<file path="config.mk">
export PLATFORM = sky130hd
export DESIGN_NAME = l2_arbiter
export DESIGN_NICKNAME = d
export VERILOG_FILES = /design/src/rtl/l2_arbiter.sv
export SDC_FILE = /design/constraint.sdc
export NUM_CORES = 1
export LEC_CHECK = 0
export CORE_AREA = 8 8 535 537
export CTS_CLUSTER_DIAMETER = 150
export DETAILED_ROUTE_END_ITERATION = 6
export DIE_AREA = 0 0 543 545
export GPL_TIMING_DRIVEN = 0
export PLACE_DENSITY = 0.3
export SETUP_SLACK_MARGIN = 0.4
export SLEW_MARGIN = 20
export SYNTH_ARGS = -nofsm -noshare
export SYNTH_HDL_FRONTEND = slang
export SYNTH_SLANG_ARGS = --single-unit
</file>
<file path="constraint.sdc">
create_clock -name clk -period 6.59 [get_ports clk]
set_clock_uncertainty 0.2 [all_clocks]
set_input_delay 1.977 -clock clk [delete_from_list [all_inputs] [get_ports clk]]
set_output_delay 1.977 -clock clk [all_outputs]
set_load 0.03 [all_outputs]
</file>
<file path="src/rtl/l2_arbiter.sv">
// Arbitrates the shared L2 port between the L1 I-cache and D-cache miss ports.
// Optional starvation guard: define L2_ARB_STARVE_GUARD_EN.
module l2_arbiter #(
  parameter int unsigned ADDR_W       = 32,
  parameter int unsigned LINE_W       = 256,
  parameter int unsigned STARVE_LIMIT = 4
) (
  input  logic              clk,
  input  logic              rst,
  input  logic              i_mem_read,
  input  logic [ADDR_W-1:0] i_mem_address,
  output logic [LINE_W-1:0] i_mem_rdata,
  output logic              i_mem_resp,
  input  logic              d_mem_read,
  input  logic              d_mem_write,
  input  logic [ADDR_W-1:0] d_mem_address,
  input  logic [LINE_W-1:0] d_mem_wdata,
  output logic [LINE_W-1:0] d_mem_rdata,
  output logic              d_mem_resp,
  output logic              l2_mem_read,
  output logic              l2_mem_write,
  output logic [ADDR_W-1:0] l2_mem_address,
  output logic [LINE_W-1:0] l2_mem_wdata,
  input  logic [LINE_W-1:0] l2_mem_rdata,
  input  logic              l2_mem_resp
);

  typedef enum logic [1:0] {
    IDLE    = 2'd0,
    SERVE_I = 2'd1,
    SERVE_D = 2'd2
  } state_t;

  state_t            state;
  state_t            next_state;
  logic [ADDR_W-1:0] addr_q;
  logic [LINE_W-1:0] wdata_q;
  logic              write_q;
  logic              d_req;
  logic              starving;
  logic              grant_d;
  logic              grant_i;

  assign d_req = d_mem_read | d_mem_write;

`ifdef L2_ARB_STARVE_GUARD_EN
  localparam logic [2:0] STARVE_MAX = 3'(STARVE_LIMIT);
  logic [2:0] starve_cnt;

  // Counts D grants that bypassed a waiting I request; saturates at 7.
  always_ff @(posedge clk or negedge rst) begin
    if (!rst) begin
      starve_cnt <= '0;
    end else if (grant_i) begin
      starve_cnt <= '0;
    end else if (grant_d && i_mem_read && (starve_cnt != 3'd7)) begin
      starve_cnt <= starve_cnt + 3'd1;
    end
  end

  assign starving = i_mem_read && (starve_cnt == STARVE_MAX);
`else
  assign starving = 1'b0;
`endif

  // Grants happen only from IDLE, so every transaction is followed by an idle cycle.
  always_comb begin
    grant_d = (state == IDLE) && d_req && !starving;
    grant_i = (state == IDLE) && !grant_d && i_mem_read;
  end

  always_ff @(posedge clk or negedge rst) begin
    if (!rst) begin
      state <= IDLE;
    end else begin
      state <= next_state;
    end
  end

  always_comb begin
    next_state = state;
    case (state)
      IDLE: begin
        if (grant_d) begin
          next_state = SERVE_D;
        end else if (grant_i) begin
          next_state = SERVE_I;
        end
      end
      SERVE_I, SERVE_D: begin
        if (l2_mem_resp) begin
          next_state = IDLE;
        end
      end
      default: next_state = IDLE;
    endcase
  end

  // Write wins when the D side asserts read and write together.
  always_ff @(posedge clk or negedge rst) begin
    if (!rst) begin
      addr_q  <= '0;
      wdata_q <= '0;
      write_q <= 1'b0;
    end else if (grant_d) begin
      addr_q  <= d_mem_address;
      write_q <= d_mem_write;
      wdata_q <= d_mem_write ? d_mem_wdata : '0;
    end else if (grant_i) begin
      addr_q  <= i_mem_address;
      write_q <= 1'b0;
      wdata_q <= '0;
    end
  end

  always_comb begin
    l2_mem_read    = 1'b0;
    l2_mem_write   = 1'b0;
    l2_mem_address = '0;
    l2_mem_wdata   = '0;
    i_mem_resp     = 1'b0;
    i_mem_rdata    = '0;
    d_mem_resp     = 1'b0;
    d_mem_rdata    = '0;
    if (state != IDLE) begin
      l2_mem_read    = !write_q;
      l2_mem_write   = write_q;
      l2_mem_address = addr_q;
      l2_mem_wdata   = wdata_q;
    end
    if (state == SERVE_I && l2_mem_resp) begin
      i_mem_resp  = 1'b1;
      i_mem_rdata = l2_mem_rdata;
    end
    if (state == SERVE_D && l2_mem_resp) begin
      d_mem_resp  = 1'b1;
      d_mem_rdata = l2_mem_rdata;
    end
  end

endmodule
</file>
==> impl_metrics.csv, run 1 <==
group,metric,value,unit
power,ir_worst_vdd,0.000194,V
yosys,synth_area_per_cell,9.75,um^2
power,power,17000,uW
routing,first_pass_iters,5,
power,p_sw,8760,uW
sta,rsz0062_at_grt,"true",
grt,grt_pass1_wl,304000,um
power,clockPowerShare,0.162,
routing,first_iter_violations,1700,
grt,antenna_found_initial,182,
worst_hold_path,hp-class,"reg -> reg",
die,die_y,545,um
die,core_area,278000,um^2
cells_and_area,layout-drive-gt1-share,0.0706,
cts,clkTransAtPathRegs,0.05,ns
sta,post-route-min-period,6.15,ns
placed_design,place_congestion,0.894,
sta,slew_violations,0,
power,seq_power_share,0.191,
sta,fin_ws,0.440,ns
grt,grt.total_usage,0.163,
cts,clock_latency,0.64,ns
sta,hold_viol,0,
sta,slew_headroom,0.373,
yosys,synthCells,1682,
routing,wirelength,256000,um
power,pwr_density_cell,459,nW/um^2
cts,clkSinkCount,291,
die,start_util,0.0590,
worst_setup_path,end_kind,"output pin",
cts,numCtsBuffers,47,
cells_and_area,post-route-util,0.133,
cts,cts_tree,"yes",
worst_setup_path,worst-setup-path-type,"in -> out",
routing,ant_nets,0,
routing,drc_errors,0,
grt,gr-total-overflow,0,
power,leakagePower,0.0164,uW
sta,worst_slew_pin_slew,0.944,ns
cts,max-clock-path-buffers,3,
sta,setup_tns,0,ns
die,die_area,296000,um^2
yosys,synth_cell_types,25,
die,io_pins,1386,
routing,wl_per_cell,36.8,um
routing,post_drt_via_cell_ratio,3.13,
yosys,synth.cell_area,16400,um^2
cts,post_cts_buffers,0,
placed_design,dp_hpwl,231000,um
cts,cts_root_buf,"clkbuf_16",
worst_setup_path,crit_required,4.41,ns
outcome,status,"finished clean",
yosys,ys_seq_elements,291,
routing,vias,21700,
worst_setup_path,cp-start-kind,"primary input",
cts,cts_hold_buffers,0,
sta,max_freq,163,MHz
cells_and_area,area_delta_synth_final,125,%
sta,fin_crit_sh,0.933,
cts,htreeDepth,2,
power,intPower,8200,uW
cells_and_area,nNetsFinal,3705,
placed_design,portBuffers,1384,
grt,grt_max_degree,80,
yosys,yosysWarnings,0,
yosys,synthesis.nets,2267,
worst_setup_path,arrival,3.97,ns
die,fp-row-count,194,
run,drv_cap,0,
die,die_width,543,um
yosys,yosysSeqAreaShare,0.444,
sta,hold_slack,0.291,ns
grt,grt_pass1_vias,22000,
placed_design,dp_slack,-0.793,ns
worst_setup_path,path_max_fanout,12,
power,switching_share,0.516,
sta,setup_viol,0,
power,p_comb_frac,0.647,
power groups by stage:
stage | clock (uW) | combinational, uW | sequential (uW)
final | 2740 | 11000 | 3240
after global routing | 2920 | 11600 | 3350
after CTS | 2880 | 11300 | 3240
after detailed placement | 0 | 11200 | 3260
after global placement | 0 | 11300 | 3270
after floorplan | 0 | 5550 | 2970
cell families after synthesis:
| kind of cell | count (synthesis) | synth area share |
|---|---|---|
| simple gates | 842 | 0.316 |
| buf+inv | 219 | 0.0667 |
| compound gates | 327 | 0.171 |
| flops | 291 | 0.444 |
| fa+ha+maj | 3 | 0.00229 |
final timing paths:
kind                                    endpoint  slack (ns)         start  cells past startpoint
worst max-delay path            d_mem_rdata[127]        0.44   l2_mem_resp                      5
worst min-delay path                wdata_q[110]        0.29  wdata_q[110]                      1
worst max register to register       wdata_q[25]        3.88      state[0]                      7
worst min register to register      wdata_q[110]        0.29  wdata_q[110]                      1
max in group asynchronous             addr_q[17]        3.97           rst                      3
min in group asynchronous            wdata_q[48]        0.93           rst                      1
layout by cell type (no fill, tap or decap), types with 2 or more instances in the layout:
cell,n
a21oi_1,34
a22o_1,256
and2_1,3
and3_1,512
buf_16,5
buf_2,40
buf_4,3
buf_6,30
bufinv_16,5
clkbuf_1,117
clkbuf_16,47
clkbuf_2,30
clkbuf_4,4
clkbuf_8,12
clkdlybuf4s50_1,1239
clkinv_16,3
clkinv_2,9
clkinvlp_4,4
dfrtp_1,291
diode_2,64
dlygate4sd2_1,92
dlymetal6s2s_1,47
ha_2,2
inv_1,3
nor2_1,33
nor2b_1,289
o22ai_1,9
o22ai_2,23
metrics by stage:
| step | cell area (um^2) | std cells |
|---|---|---|
| CTS | 36700 | 6882 |
| global route | 36900 | 6906 |
| global placement | 34900 | 6790 |
| finish | 37000 | 6946 |
| floorplan | 16400 | 1682 |
| detailed placement | 35100 | 6795 |
per-layer routing:
metal | GRT usage | routed length (um)
met2 | 0.253 | 112000
met3 | 0.0901 | 36000
met1 | 0.192 | 98800
met4 | 0.0521 | 8500
met5 | 0 | 450
what timing repair did:
action	4_1_cts	5_1_grt
endpoints found under the setup margin	496	82
gates cloned	0	0
resized for setup	131	61
worst max-delay path, stage by stage:
cell and delay (ns):
buf_6 0.24, clkbuf_4 0.33, clkbuf_2 0.32, and3_1 0.22
clkdlybuf4s50_1 0.83
state kept, by name, summed over array words and instances (netlist names):
signal / cells
state: 2
write_q: 1
addr_q: 32
wdata_q: 256
layout make-up:
| cell class | instances | area (um^2) |
|---|---|---|
| well taps | 3724 | 4660 |
| flip-flops and latches | 291 | 7280 |
| clock inverters | 22 | 324 |
| repair buffers | 1389 | 14000 |
| multi-input cells | 1172 | 8030 |
| fillers | 31600 | 241000 |
| inverters | 3 | 11.3 |
| plain buffers | 216 | 1160 |
| diodes | 64 | 160 |
| clock buffers | 65 | 1350 |
Yosys cell counts, drive strengths merged:
cell type | number | area share
a21o | 1 | 0.00046
inv | 3 | 0.00069
clkbuf | 145 | 0.033
nand2 | 1 | 0.00023
or2 | 1 | 0.00038
a22o | 256 | 0.14
ha | 3 | 0.0023
o22ai | 32 | 0.021
buf | 71 | 0.033
or3b | 1 | 0.00053
and2 | 3 | 0.0011
and3 | 512 | 0.20
dfrtp | 291 | 0.44
o21ai | 2 | 0.0013
a21oi | 34 | 0.010
nor2 | 34 | 0.0078
nor2b | 289 | 0.11
a32o | 1 | 0.00061
nand2b | 1 | 0.00038
o31a | 1 | 0.00061
Power figures use the tool's default switching activity.
==> inputs of run 2 (changes only) <==
--- a/config.mk
+++ b/config.mk
@@ -9,7 +9,7 @@
 export CTS_CLUSTER_DIAMETER = 150
 export DETAILED_ROUTE_END_ITERATION = 6
 export DIE_AREA = 0 0 543 545
-export GPL_TIMING_DRIVEN = 0
+export MAX_ROUTING_LAYER = met4
 export PLACE_DENSITY = 0.3
 export SETUP_SLACK_MARGIN = 0.4
 export SLEW_MARGIN = 20
==> impl_metrics.csv, run 2 (synthesized netlist as in run 1, its figures left out) <==
group,metric,value,unit
outcome,status,"finished clean",
sta,post-route-min-period,6.11,ns
routing,wl_per_cell,35.0,um
power,seq_power_share,0.192,
worst_setup_path,path_max_fanout,28,
sta,max_freq,164,MHz
cells_and_area,layout_common_cells,"1218 x clkdlybuf4s50_1, 512 x and3_1, 291 x dfrtp_1",
cells_and_area,largest_reg_flops,256,
cts,clkTransAtPathRegs,0.06,ns
cts,cts_resized,0,
sta,fin_crit_sh,0.928,
routing,vias,20700,
cts,cts_hold_buffers,0,
routing,first_pass_iters,5,
cells_and_area,top_regs,"wdata_q x256, addr_q x32, state x2",
cts,cts_root_buf,"clkbuf_16",
worst_setup_path,end_kind,"output pin",
cells_and_area,post-route-util,0.130,
sta,slew_headroom,0.326,
cts,post_cts_buffers,0,
cells_and_area,final_common_cell,"clkdlybuf4s50_1",
die,start_util,0.0590,
routing,ant_nets,0,
power,intPower,8110,uW
grt,grt_pass1_vias,21000,
sta,slew_violations,0,
power,switching_share,0.509,
die,io_pins,1386,
placed_design,place_inst,6629,
grt,antenna_found_initial,156,
routing,wirelength,238000,um
routing,drc_errors,0,
power,power,16500,uW
worst_setup_path,reg2reg_from,"state[0]",
cells_and_area,top_register,"wdata_q",
worst_hold_path,min_path_cells,1,
sta,hold_viol,0,
worst_setup_path,crit_required,4.41,ns
die,die_area,296000,um^2
cts,clock_latency,0.66,ns
power,ir_worst_vdd,0.000212,V
sta,setup_tns,0,ns
placed_design,dp_hpwl,207000,um
sta,worst_slew_pin_slew,1.01,ns
cts,clkSinkCount,291,
placed_design,place_congestion,0.910,
grt,grt_max_degree,116,
sta,rsz0062_at_grt,"false",
worst_hold_path,hp-class,"reg -> reg",
worst_setup_path,crit_start,"l2_mem_resp",
cts,cts_tree,"yes",
power,leakagePower,0.0151,uW
worst_hold_path,min_from,"wdata_q[110]",
cells_and_area,layout-drive-gt1-share,0.108,
worst_setup_path,reg2regPathDepth,6,
sta,setup_viol,0,
die,fp-row-count,194,
run,drv_cap,0,
cts,numCtsBuffers,47,
cells_and_area,area_delta_synth_final,120,%
routing,first_iter_violations,1634,
worst_setup_path,arrival,3.94,ns
worst_setup_path,worst-setup-path-type,"in -> out",
worst_setup_path,cp-start-kind,"primary input",
grt,grt_pass1_wl,284000,um
power,p_sw,8430,uW
placed_design,portBuffers,1385,
power,p_comb_frac,0.641,
cts,max-clock-path-buffers,3,
cells_and_area,nNetsFinal,3539,
die,die_width,543,um
grt,gr-total-overflow,0,
power,pwr_density_cell,457,nW/um^2
cts,htreeDepth,2,
cells_and_area,instances_no_fill,6795,
die,die_y,545,um
routing,post_drt_via_cell_ratio,3.05,
power,clockPowerShare,0.167,
die,core_area,278000,um^2
grt,grt.total_usage,0.156,
-- run 2: worst max-delay path: stages --
cell             delay, ns
buf_8                 0.24
buf_4                 0.34
and3_1                0.49
clkdlybuf4s50_1       0.81
-- run 2: metal layers --
metal  vias up  routed length, um  share of wire  global-route usage
met3       273              33000           0.14              0.0931
li1       8724                  -              -                   -
met4         0               9120          0.038              0.0557
met5         -                  0              0                   -
met1     10300              94900           0.40               0.176
met2      1445             101000           0.42               0.225
-- run 2: metrics by stage --
stage / worst slack (ns) / hold WS, ns / area, um^2
CTS: 0.526 / 0.299 / 35900
detailed placement: 0.538 / 0.282 / 34300
floorplan: 1.46 / 0.265 / 16400
global placement: 0.545 / 0.279 / 34300
global route: 0.505 / 0.306 / 36100
finish: 0.477 / 0.293 / 36200
-- run 2: cell type report --
class                           instances  area (um^2)
Fill cell                           31700       242000
Timing Repair Buffer                 1439        14300
Multi-Input combinational cell       1172         8080
Sequential cell                       291         7280
Tap cell                             3724         4660
Clock buffer                           68         1350
Clock inverter                         16          323
Antenna cell                           82          205
Inverter                                3         11.3
-- run 2: power groups by stage --
stage               clock network, uW  registers [uW]  logic (uW)
floorplan                           0            2970        5550
global placement                    0            3190       10900
detailed placement                  0            3200       10800
CTS                              2950            3180       10900
global route                     2970            3290       11300
finish                           2760            3180       10600
-- run 2: worst paths after layout --
path | to | slack [ns]
worst max-delay path | d_mem_rdata[27] | 0.48
worst min-delay path | wdata_q[110] | 0.29
worst max register to register | wdata_q[154] | 3.27
worst min register to register | wdata_q[110] | 0.29
max in group asynchronous | addr_q[5] | 3.84
min in group asynchronous | wdata_q[190] | 1.16
==> inputs of run 3 (changes only) <==
--- a/config.mk
+++ b/config.mk
@@ -11,7 +11,6 @@
 export DIE_AREA = 0 0 543 545
 export MAX_ROUTING_LAYER = met4
 export PLACE_DENSITY = 0.3
-export SETUP_SLACK_MARGIN = 0.4
 export SLEW_MARGIN = 20
 export SYNTH_ARGS = -nofsm -noshare
 export SYNTH_HDL_FRONTEND = slang
==> constraint.sdc (replaced) <==
create_clock -name clk -period 5.7 [get_ports clk]
set_clock_uncertainty 0.2 [all_clocks]
set_input_delay 1.71 -clock clk [delete_from_list [all_inputs] [get_ports clk]]
set_output_delay 1.71 -clock clk [all_outputs]
set_load 0.03 [all_outputs]
==> impl_metrics.csv, run 3 (synthesized netlist as in run 1, its figures left out) <==
group,metric,value,unit
sta,rsz0062_at_grt,"false",
die,core_area,278000,um^2
worst_setup_path,reg2regPathDepth,7,
worst_setup_path,crit_start,"l2_mem_resp",
power,power,19700,uW
cts,post_cts_buffers,0,
worst_setup_path,cp-start-kind,"primary input",
routing,ant_nets,0,
die,io_pins,1386,
sta,slew_violations,0,
worst_setup_path,reg2reg_from,"state[0]",
power,pwr_density_cell,507,nW/um^2
grt,grt_pass1_vias,21200,
cells_and_area,area_delta_synth_final,137,%
worst_setup_path,end_kind,"output pin",
power,ir_worst_vdd,0.000228,V
grt,grt_max_degree,91,
power,p_comb_frac,0.656,
cells_and_area,layout_common_cells,"1071 x clkdlybuf4s50_1, 512 x and3_1, 291 x dfrtp_1",
cells_and_area,top_regs,"wdata_q x256, addr_q x32, state x2",
sta,worst_slew_pin_slew,0.925,ns
power,clockPowerShare,0.155,
cells_and_area,layout-drive-gt1-share,0.165,
routing,wirelength,239000,um
worst_setup_path,crit_required,3.79,ns
cts,max-clock-path-buffers,3,
placed_design,place_inst,6646,
worst_setup_path,reg2reg_slack,2.55,ns
cts,cts_hold_buffers,0,
cells_and_area,instances_no_fill,6815,
placed_design,place_congestion,0.916,
cts,cts_resized,0,
routing,first_iter_violations,1478,
worst_hold_path,min_from,"wdata_q[13]",
cts,clkTransAtPathRegs,0.06,ns
die,die_width,543,um
power,intPower,9760,uW
placed_design,portBuffers,1385,
grt,antenna_found_initial,156,
cts,htreeDepth,2,
cts,cts_root_buf,"clkbuf_16",
die,die_area,296000,um^2
cts,numCtsBuffers,48,
sta,setup_tns,0,ns
run,drv_cap,0,
grt,grt_pass1_wl,288000,um
cells_and_area,final_common_cell,"clkdlybuf4s50_1",
die,die_y,545,um
sta,fin_crit_sh,0.979,
power,p_sw,9940,uW
sta,max_freq,179,MHz
worst_setup_path,rr_endpoint,"wdata_q[230]",
cts,clkSinkCount,291,
cells_and_area,top_register,"wdata_q",
sta,hold_viol,0,
routing,first_pass_iters,5,
routing,vias,20700,
power,leakagePower,0.0162,uW
grt,grt.total_usage,0.157,
sta,post-route-min-period,5.58,ns
worst_setup_path,worst-setup-path-type,"in -> out",
cells_and_area,largest_reg_flops,256,
sta,setup_viol,0,
sta,slew_headroom,0.383,
power,switching_share,0.505,
worst_setup_path,arrival,3.67,ns
routing,wl_per_cell,35.1,um
routing,drc_errors,0,
cts,cts_tree,"yes",
cells_and_area,nNetsFinal,3557,
die,start_util,0.0590,
worst_hold_path,hp-class,"reg -> reg",
placed_design,dp_hpwl,209000,um
worst_setup_path,cp-endpoint,"i_mem_rdata[250]",
grt,gr-total-overflow,0,
cts,clock_latency,0.65,ns
routing,post_drt_via_cell_ratio,3.04,
outcome,status,"finished clean",
die,fp-row-count,194,
power,seq_power_share,0.189,
worst_setup_path,path_max_fanout,79,
## run 3: worst min-delay path by stage
stage / to / cells past startpoint
after floorplan: wdata_q[100] / 1
after global placement: wdata_q[180] / 1
after detailed placement: wdata_q[66] / 1
after CTS: wdata_q[225] / 1
after global routing: wdata_q[31] / 1
final: wdata_q[13] / 1
## run 3: cell type report
class / instances / area, um^2
clock buffer: 63 / 1350
antenna: 84 / 210
fill: 31400 / 239000
tap: 3724 / 4660
timing repair buffer: 1456 / 17000
clock inverter: 22 / 250
inverter: 3 / 11.3
sequential: 291 / 7280
multi-input combinational: 1172 / 8080
## run 3: metal layers
metal | track usage | vias to the layer above | wire length, um
met3 | 0.0871 | 249 | 31500
li1 | - | 8763 | -
met4 | 0.0405 | 0 | 7060
met2 | 0.236 | 1363 | 104000
met1 | 0.181 | 10400 | 96200
met5 | - | - | 0
## run 3: critical path, stage by stage
cell and delay [ns]:
buf_8 0.29, buf_12 0.29, buf_4 0.46, and3_1 0.42
buf_12 0.19
## run 3: power by group through the flow
| stage | Sequential, uW | Combinational, uW | Clock [uW] |
|---|---|---|---|
| final | 3730 | 12900 | 3050 |
| after global routing | 3860 | 13700 | 3280 |
| after CTS | 3730 | 13300 | 3240 |
| after detailed placement | 3760 | 13200 | 0 |
| after global placement | 3750 | 13200 | 0 |
| after floorplan | 3430 | 6420 | 0 |
## run 3: per-stage QoR
step / hold slack [ns] / setup WS [ns] / area [um^2] / utilization
final: 0.293 / 0.118 / 38900 / 0.140
after global routing: 0.307 / 0.102 / 38800 / 0.140
after CTS: 0.297 / 0.180 / 38700 / 0.139
after detailed placement: 0.282 / 0.189 / 37100 / 0.133
after global placement: 0.279 / 0.168 / 37000 / 0.133
after floorplan: 0.265 / 1.10 / 16400 / -
